[src/rtl/bcd_event_counter_pkg.sv]
// Shared BCD types and decode helpers for the event counter and its digit cells.
// Seven-segment patterns are active-low with bit 0 = segment a.
package bcd_pkg;

  typedef logic [3:0] bcd_t;

  localparam logic [6:0] SEG_BLANK = 7'h7F;

  function automatic logic [6:0] seg7(bcd_t d);
    logic [6:0] s;
    case (d)
      4'd0:    s = 7'h40;
      4'd1:    s = 7'h79;
      4'd2:    s = 7'h24;
      4'd3:    s = 7'h30;
      4'd4:    s = 7'h19;
      4'd5:    s = 7'h12;
      4'd6:    s = 7'h02;
      4'd7:    s = 7'h78;
      4'd8:    s = 7'h00;
      4'd9:    s = 7'h18;
      default: s = SEG_BLANK;
    endcase
    return s;
  endfunction

  function automatic bcd_t bcd_clamp(bcd_t d);
    return (d > 4'd9) ? 4'd9 : d;
  endfunction

endpackage

[src/rtl/bcd_event_counter_if.sv]
// Control and display bundle of the BCD event counter; the master drives the
// event/control side and the slave (the counter) drives count, segments and flags.
interface bcd_event_counter_if #(
  parameter int unsigned DIGITS = 2
);

  logic                  en;
  logic                  event_in;
  logic                  clear;
  logic                  load;
  logic [4*DIGITS-1:0]   load_val;
  logic [4*DIGITS-1:0]   count;
  logic [7*DIGITS-1:0]   seg;
  logic                  at_max;
  logic                  ovf_pulse;
  logic                  ovf_flag;

  modport master (
    output en, event_in, clear, load, load_val,
    input  count, seg, at_max, ovf_pulse, ovf_flag
  );

  modport slave (
    input  en, event_in, clear, load, load_val,
    output count, seg, at_max, ovf_pulse, ovf_flag
  );

endinterface

[src/rtl/bcd_event_counter_digit_cell.sv]
// One BCD digit of the ripple counter: clear > load (clamped) > increment,
// carrying out when a 9 rolls over to 0.
module bcd_digit_cell
  import bcd_pkg::*;
(
  input  logic clk,
  input  logic reset,
  input  logic clear,
  input  logic load,
  input  bcd_t load_d,
  input  logic cin,
  output bcd_t q,
  output logic cout
);

  bcd_t q_q;
  bcd_t q_d;
  logic is_nine;

  always_comb begin
    is_nine = (q_q == 4'd9);
    cout    = cin & is_nine;
    q_d     = q_q;
    if (clear) begin
      q_d = '0;
    end else if (load) begin
      q_d = bcd_clamp(load_d);
    end else if (cin) begin
      q_d = is_nine ? '0 : q_q + 4'd1;
    end
  end

  always_ff @(posedge clk or posedge reset) begin
    if (reset) begin
      q_q <= '0;
    end else begin
      q_q <= q_d;
    end
  end

  assign q = q_q;

endmodule

[src/rtl/bcd_event_counter.sv]
// N-digit BCD event counter: rising-edge event detect, clear/load, wrap or
// saturate on overflow, sticky overflow flag and active-low 7-segment decode.
module bcd_event_counter #(
  parameter int unsigned DIGITS   = 2,
  parameter int unsigned WRAP     = 1,
  parameter int unsigned BLANK_LZ = 0
) (
  input logic                 clk,
  input logic                 reset,
  bcd_event_counter_if.slave  bus
);

  import bcd_pkg::*;

  localparam logic        SAT = (WRAP == 0);
  localparam int unsigned CW  = 4 * DIGITS;

  logic          event_prev_q, event_prev_d;
  logic          ovf_pulse_q,  ovf_pulse_d;
  logic          ovf_flag_q,   ovf_flag_d;
  logic          at_max_q,     at_max_d;
  logic          inc;
  logic          cin0;
  logic          load_all9;
  logic          next_is_max;
  logic [DIGITS:0] carry;
  logic [CW-1:0]   count;

  assign inc      = bus.en & bus.event_in & ~event_prev_q;
  // In saturate mode the chain is never fed at all-9s, so the count holds.
  assign cin0     = inc & ~(at_max_q & SAT);
  assign carry[0] = cin0;

  for (genvar i = 0; i < DIGITS; i++) begin : g_digit
    bcd_digit_cell u_cell (
      .clk    (clk),
      .reset  (reset),
      .clear  (bus.clear),
      .load   (bus.load),
      .load_d (bus.load_val[4*i +: 4]),
      .cin    (carry[i]),
      .q      (count[4*i +: 4]),
      .cout   (carry[i+1])
    );
  end

  // at_max is predicted from the same-edge inputs so it stays a plain flop.
  always_comb begin
    load_all9   = 1'b1;
    next_is_max = 1'b1;
    for (int unsigned i = 0; i < DIGITS; i++) begin
      if (bus.load_val[4*i +: 4] < 4'd9) begin
        load_all9 = 1'b0;
      end
      if (count[4*i +: 4] != ((i == 0) ? 4'd8 : 4'd9)) begin
        next_is_max = 1'b0;
      end
    end
  end

  always_comb begin
    event_prev_d = bus.event_in;
    ovf_pulse_d  = ~bus.clear & ~bus.load & (carry[DIGITS] | (inc & at_max_q & SAT));
    ovf_flag_d   = ovf_flag_q | ovf_pulse_d;
    at_max_d     = at_max_q;
    if (bus.clear) begin
      ovf_flag_d = 1'b0;
      at_max_d   = 1'b0;
    end else if (bus.load) begin
      ovf_flag_d = 1'b0;
      at_max_d   = load_all9;
    end else if (inc) begin
      at_max_d   = at_max_q ? SAT : next_is_max;
    end
  end

  always_ff @(posedge clk or posedge reset) begin
    if (reset) begin
      event_prev_q <= 1'b0;
      ovf_pulse_q  <= 1'b0;
      ovf_flag_q   <= 1'b0;
      at_max_q     <= 1'b0;
    end else begin
      event_prev_q <= event_prev_d;
      ovf_pulse_q  <= ovf_pulse_d;
      ovf_flag_q   <= ovf_flag_d;
      at_max_q     <= at_max_d;
    end
  end

  for (genvar i = 0; i < DIGITS; i++) begin : g_seg
    logic blank;
    if (BLANK_LZ != 0 && i > 0) begin : g_lz
      assign blank = (count[CW-1:4*i] == '0);
    end else begin : g_lit
      assign blank = 1'b0;
    end
    assign bus.seg[7*i +: 7] = blank ? SEG_BLANK : seg7(count[4*i +: 4]);
  end

  assign bus.count     = count;
  assign bus.at_max    = at_max_q;
  assign bus.ovf_pulse = ovf_pulse_q;
  assign bus.ovf_flag  = ovf_flag_q;

endmodule

[src/flat_wrapper.sv]
// flat-port wrapper written by rule: the top's interface ports become plain ports
module bcd_event_counter_flat import bcd_pkg::*;
#(
  parameter int unsigned DIGITS   = 2,
  parameter int unsigned WRAP     = 1,
  parameter int unsigned BLANK_LZ = 0
)
  (clk, reset, bus_en, bus_event_in, bus_clear, bus_load, bus_load_val, bus_count, bus_seg, bus_at_max, bus_ovf_pulse, bus_ovf_flag);
  bcd_event_counter_if #(.DIGITS(DIGITS)) bus_i ();
  input logic clk;
  input logic reset;
  input wire logic [$bits(bus_i.en)-1:0] bus_en;
  input wire logic [$bits(bus_i.event_in)-1:0] bus_event_in;
  input wire logic [$bits(bus_i.clear)-1:0] bus_clear;
  input wire logic [$bits(bus_i.load)-1:0] bus_load;
  input wire logic [$bits(bus_i.load_val)-1:0] bus_load_val;
  output wire logic [$bits(bus_i.count)-1:0] bus_count;
  output wire logic [$bits(bus_i.seg)-1:0] bus_seg;
  output wire logic [$bits(bus_i.at_max)-1:0] bus_at_max;
  output wire logic [$bits(bus_i.ovf_pulse)-1:0] bus_ovf_pulse;
  output wire logic [$bits(bus_i.ovf_flag)-1:0] bus_ovf_flag;
  assign bus_i.en = bus_en;
  assign bus_i.event_in = bus_event_in;
  assign bus_i.clear = bus_clear;
  assign bus_i.load = bus_load;
  assign bus_i.load_val = bus_load_val;
  assign bus_count = bus_i.count;
  assign bus_seg = bus_i.seg;
  assign bus_at_max = bus_i.at_max;
  assign bus_ovf_pulse = bus_i.ovf_pulse;
  assign bus_ovf_flag = bus_i.ovf_flag;
  bcd_event_counter #(.DIGITS(DIGITS), .WRAP(WRAP), .BLANK_LZ(BLANK_LZ)) u_core (.clk(clk), .reset(reset), .bus(bus_i));
endmodule
[config.mk]
export PLATFORM = sky130hd
export DESIGN_NAME = bcd_event_counter_flat
export DESIGN_NICKNAME = d
export VERILOG_FILES = /design/src/rtl/bcd_event_counter_pkg.sv /design/src/rtl/bcd_event_counter_if.sv /design/src/rtl/bcd_event_counter_digit_cell.sv /design/src/rtl/bcd_event_counter.sv /design/src/flat_wrapper.sv
export SDC_FILE = /design/constraint.sdc
export NUM_CORES = 1
export LEC_CHECK = 0
export ABC_AREA = 1
export BUFFER_PORTS_ARGS = -buffer_cell sky130_fd_sc_hd__buf_4
export CORE_UTILIZATION = 45
export CTS_CLUSTER_DIAMETER = 80
export DETAILED_ROUTE_END_ITERATION = 7
export GPL_ROUTABILITY_DRIVEN = 0
export GPL_TIMING_DRIVEN = 0
export HOLD_SLACK_MARGIN = 0.02
export PLACE_DENSITY_LB_ADDON = 0.08
export SETUP_SLACK_MARGIN = 0.05
export SLEW_MARGIN = 20
export SYNTH_ARGS = -nofsm -noshare
export SYNTH_HDL_FRONTEND = slang
export SYNTH_SLANG_ARGS = --single-unit
[constraint.sdc]
create_clock -name clk -period 1.2 [get_ports clk]
set_input_delay 0.24 -clock clk [delete_from_list [all_inputs] [get_ports clk]]
set_output_delay 0.24 -clock clk [all_outputs]
set_load 0.1 [all_outputs]
==> qor.csv, run 1 <==
metric;value;unit
Post-Syn Instances;171;
Yosys warnings;0;
TritonCTS Buffers;3;
Synth Net Count;194;
Mapped Area;1135;µm²
Hold Buf Count CTS;1;
postcts setup bufs;23;
Synth top area share;0.2646;
syn avg cell area;6.636;µm²
Port Buf Inserts;37;
DIE WIDTH;52.22;µm
Synth area leader;dfrtp_1;
EDFF count, synth;0;
Post-synth top cells;nand2_1, o21ai_0, nand3_1;
die height;52.22;µm
top_reg_cell synth;dfrtp_1;
top post-synthesis cells by area;dfrtp_1, nand2_1, o21ai_0;
effective utilization at floorplan;0.4940;
H-tree level count;1;
Clock Sinks;12;
CTS resizes;84;
Yosys reg bits;12;
top-count cell post-synth;nand2_1;
CTS Buffer Depth;2;
Log Error;[ERROR DPL-0038] Utilization greater than 100%, impossible to legalize;
io pins;39;
outcome;stopped before the end;
Detail Placement HPWL;2413;µm
Rows;17;
Synth async-reset ratio;1.000;
Yosys cell types;22;
sequential-to-total area share from yosys stat;0.2646;
Exit stage;4_1_cts;
root buffer cell;clkbuf_4;
==> stage by stage <==
step	TNS, ps	cells	worst slack (ps)	cell area (µm²)	util
2_1_floorplan	-11150	171	-721.3	1466	-
3_3_place_gp	-7242	236	-490.7	1779	0.7745
3_5_place_dp	-7844	236	-500.4	1779	0.7745
==> logic make-up after synthesis <==
logic type               synth area share
buffers and inverters              0.1136
flip-flops                         0.2646
adder cells (fa/ha/maj)           0.09923
AO/OA/AOI/OAI                      0.1411
AND/OR/NAND/NOR                    0.3815
==> run 2, diff against run 1 <==
--- a/config.mk
+++ b/config.mk
@@ -7,14 +7,11 @@
 export LEC_CHECK = 0
 export ABC_AREA = 1
 export BUFFER_PORTS_ARGS = -buffer_cell sky130_fd_sc_hd__buf_4
-export CORE_UTILIZATION = 45
-export CTS_CLUSTER_DIAMETER = 80
+export CORE_UTILIZATION = 30
 export DETAILED_ROUTE_END_ITERATION = 7
 export GPL_ROUTABILITY_DRIVEN = 0
 export GPL_TIMING_DRIVEN = 0
-export HOLD_SLACK_MARGIN = 0.02
-export PLACE_DENSITY_LB_ADDON = 0.08
-export SETUP_SLACK_MARGIN = 0.05
+export PLACE_DENSITY_LB_ADDON = 0.15
 export SLEW_MARGIN = 20
 export SYNTH_ARGS = -nofsm -noshare
 export SYNTH_HDL_FRONTEND = slang
==> constraint.sdc (replaced) <==
create_clock -name clk -period 1.6 [get_ports clk]
set_input_delay 0.32 -clock clk [delete_from_list [all_inputs] [get_ports clk]]
set_output_delay 0.32 -clock clk [all_outputs]
set_load 0.1 [all_outputs]
==> run 2 against run 1 <==
The flow now finishes, with violations (setup timing). Synthesized cell count unchanged. Area after synthesis stayed put.
==> qor.csv, run 2 <==
metric;value;unit;change
Tot GR Track Use;0.2108;;
fin cells;285;;
Reg2Reg Depth;10;;
CP Capture Type;output port;;
die area;4033;µm²;
Cell Int Power;1162;µW;
static leakage;0.001111;µW;
initial antenna violation count;0;;
number of global-route vias before repair;1448;;
H-tree level count;1;;unchanged
Cell Pwr Density;978.0;nW/µm²;
Post-Syn Instances;171;;unchanged
Final Hold Viols;0;;
total grt overflow;0;;
max reg flops;8;;
dpl ws;-224.5;ps;+275.9 ps
Synth async-reset ratio;1.000;;unchanged
Clock Sinks;12;;unchanged
Sw Share;0.5112;;
CTS Buffer Depth;2;;unchanged
top_reg_cell synth;dfrtp_1;;
DR WL/cell;15.09;µm;
required time of the critical path;1280;ps;
Worst Hold Class;input pin to asynchronous set/reset pin;;
post-route cell area;2430;µm²;
EDFF count, synth;0;;unchanged
Core Box Area;3468;µm²;
Post-synth top cells;nand2_1, o21ai_0, nand3_1;;
Routed Antenna Nets;0;;
crit path launch type;flop;;
WP data arrival;1590;ps;
effective utilization at floorplan;0.3272;;-0.1668
Peak VDD IR;0.4911;mV;
vias per std cell;5.165;;
largest net degree at the start of global routing;13;;
root buffer cell;clkbuf_8;;
Min Hold Slack;98.61;ps;
final net count;263;;
Final min period;1906;ps;
outcome;finished, violations left;;
TritonCTS Buffers;3;;unchanged
Rows;21;;+4
Clk pwr share;0.145;;
Placed Cells;254;;+7.6%
P_sw;1215;µW;
crit-path max FO;5;;
TritonCTS clock tree;done;;
routed wire length;4302;µm;
layout cells sized above 1;0.6192;;
Mapped Area;1135;µm²;unchanged
Synth top area share;0.2646;;unchanged
Port Buf Inserts;37;;unchanged
Final Cycle Share;1.191;;
io pins;39;;unchanged
Yosys warnings;0;;unchanged
placed cell area;1797;µm²;+0.98%
top-count cell post-synth;nand2_1;;
Max Fclk;524.7;MHz;
clk_lat worst skew;250;ps;
Flop pwr share;0.163;;
top post-synthesis cells by area;dfrtp_1, nand2_1, o21ai_0;;
Synth Net Count;194;;unchanged
endpoints failing setup;17;;
RSZ-0062 raised after global routing;true;;
Ant. Diodes;0;;
critical path class;flop to output port;;
vias post-DR;1472;;
DIE WIDTH;63.51;µm;+22%
Synth area leader;dfrtp_1;;
sequential-to-total area share from yosys stat;0.2646;;unchanged
fin worst setup slack;-305.8;ps;
die height;63.51;µm;+22%
residual DRC count;0;;
Yosys cell types;22;;unchanged
commonest non-fill, non-tap cell in the layout;buf_4;;
combinational share of power;0.693;;
Hold Buf Count CTS;0;;-1
global-route wire length before repair;6741;µm;
Area growth syn-to-layout;114.1;%;
failing checks;setup timing;;
filler cell count;250;;
drt first pass iters;4;;
DR iter-0 viols;69;;
Detail Placement HPWL;2500;µm;+3.6%
Worst Max-Slew Pin Slew;506.8;ps;
Max-Cap Viols;0;;
Yosys reg bits;12;;unchanged
setup total negative slack;-3233;ps;
Final Skew;8.255;ps;
fin. max-slew vios;0;;
syn avg cell area;6.636;µm²;unchanged
slew margin rel.;0.6618;;
commonest cells after routing, fill and taps aside;buf_4, nand2_1, buf_12;;
Reg clk slew, reported paths;60;ps;
run 2: cell counts after synthesis:
No cell type changed its count.
run 2: worst paths after layout:
path                                                           start                                   endpoint  slack, ps
max in group asynchronous                                      reset  u_core.g_digit[1].u_cell.q[2]$_DFFE_PP0P_       1110
hold reg to reg                        u_core.bus.ovf_flag$_DFF_PP0_              u_core.bus.ovf_flag$_DFF_PP0_        490
setup reg to reg           u_core.g_digit[0].u_cell.q[1]$_DFFE_PP0P_  u_core.g_digit[1].u_cell.q[2]$_DFFE_PP0P_        -40
hold / removal                                                 reset              u_core.bus.at_max$_DFFE_PP0P_        100
setup / recovery           u_core.g_digit[0].u_cell.q[1]$_DFFE_PP0P_                                 bus_seg[3]       -310
min in group clk                                        bus_event_in              u_core.event_prev_q$_DFF_PP0_        200
run 2: area by class of cell:
class,instances,area (µm²),area share
multi-input cells,133,1107,0.4557
repair buffers,64,706.9,0.2909
flip-flops and latches,12,330.3,0.1359
inverters,22,113.9,0.04686
plain buffers,4,58.81,0.02420
well taps,46,57.56,0.02369
clock buffers,4,55.05,0.02266
run 2: worst max-delay path: stages, from the launching register on:
cell,delay (ps)
dfrtp_4,520
inv_6,100
ha_4,210
nand2_4,80
o21ai_2,70
a21oi_4,160
buf_12,190
run 2: kinds of logic (layout without fill, tap and decap cells):
| group | count (synthesis) | in the layout | share of synthesized area |
|---|---|---|---|
| buffers and inverters | 26 | 94 | 0.1136 |
| AO/OA/AOI/OAI | 31 | 31 | 0.1411 |
| adder cells (fa/ha/maj) | 9 | 9 | 0.09923 |
| AND/OR/NAND/NOR | 93 | 93 | 0.3815 |
| flip-flops | 12 | 12 | 0.2646 |
run 2: repair_timing:
item                       in CTS  in global routing
pin swaps                      14                 10
resized for setup              68                 18
setup endpoints to repair      14                 18
setup buffers                  20                  8
cloned                          0                  0
run 2: power groups by stage:
stage	clock (µW)	sequential [µW]	combinational [µW]
2_1_floorplan	0	532	870
3_3_place_gp	0	392	1220
3_5_place_dp	0	394	1230
4_1_cts	349	382	1560
5_1_grt	365	392	1700
6_report	344	387	1650
run 2: per-stage QoR:
| step | utilization | power [µW] |
|---|---|---|
| 2_1_floorplan | - | 1402 |
| 3_3_place_gp | 0.5180 | 1614 |
| 3_5_place_dp | 0.5180 | 1626 |
| 4_1_cts | 0.6645 | 2291 |
| 5_1_grt | 0.7006 | 2456 |
| 6_report | 0.7006 | 2376 |
run 2: per-layer routing:
layer	share of wire	routed length [µm]	up-vias	global-route usage
met2	0.49	2123	65	0.3404
li1	-	-	694	-
met1	0.44	1873	709	0.2912
met5	0	0	-	0
met4	0.0065	28	0	0.03693
met3	0.064	276	4	0.03986
(Power assumes the default switching activity.)
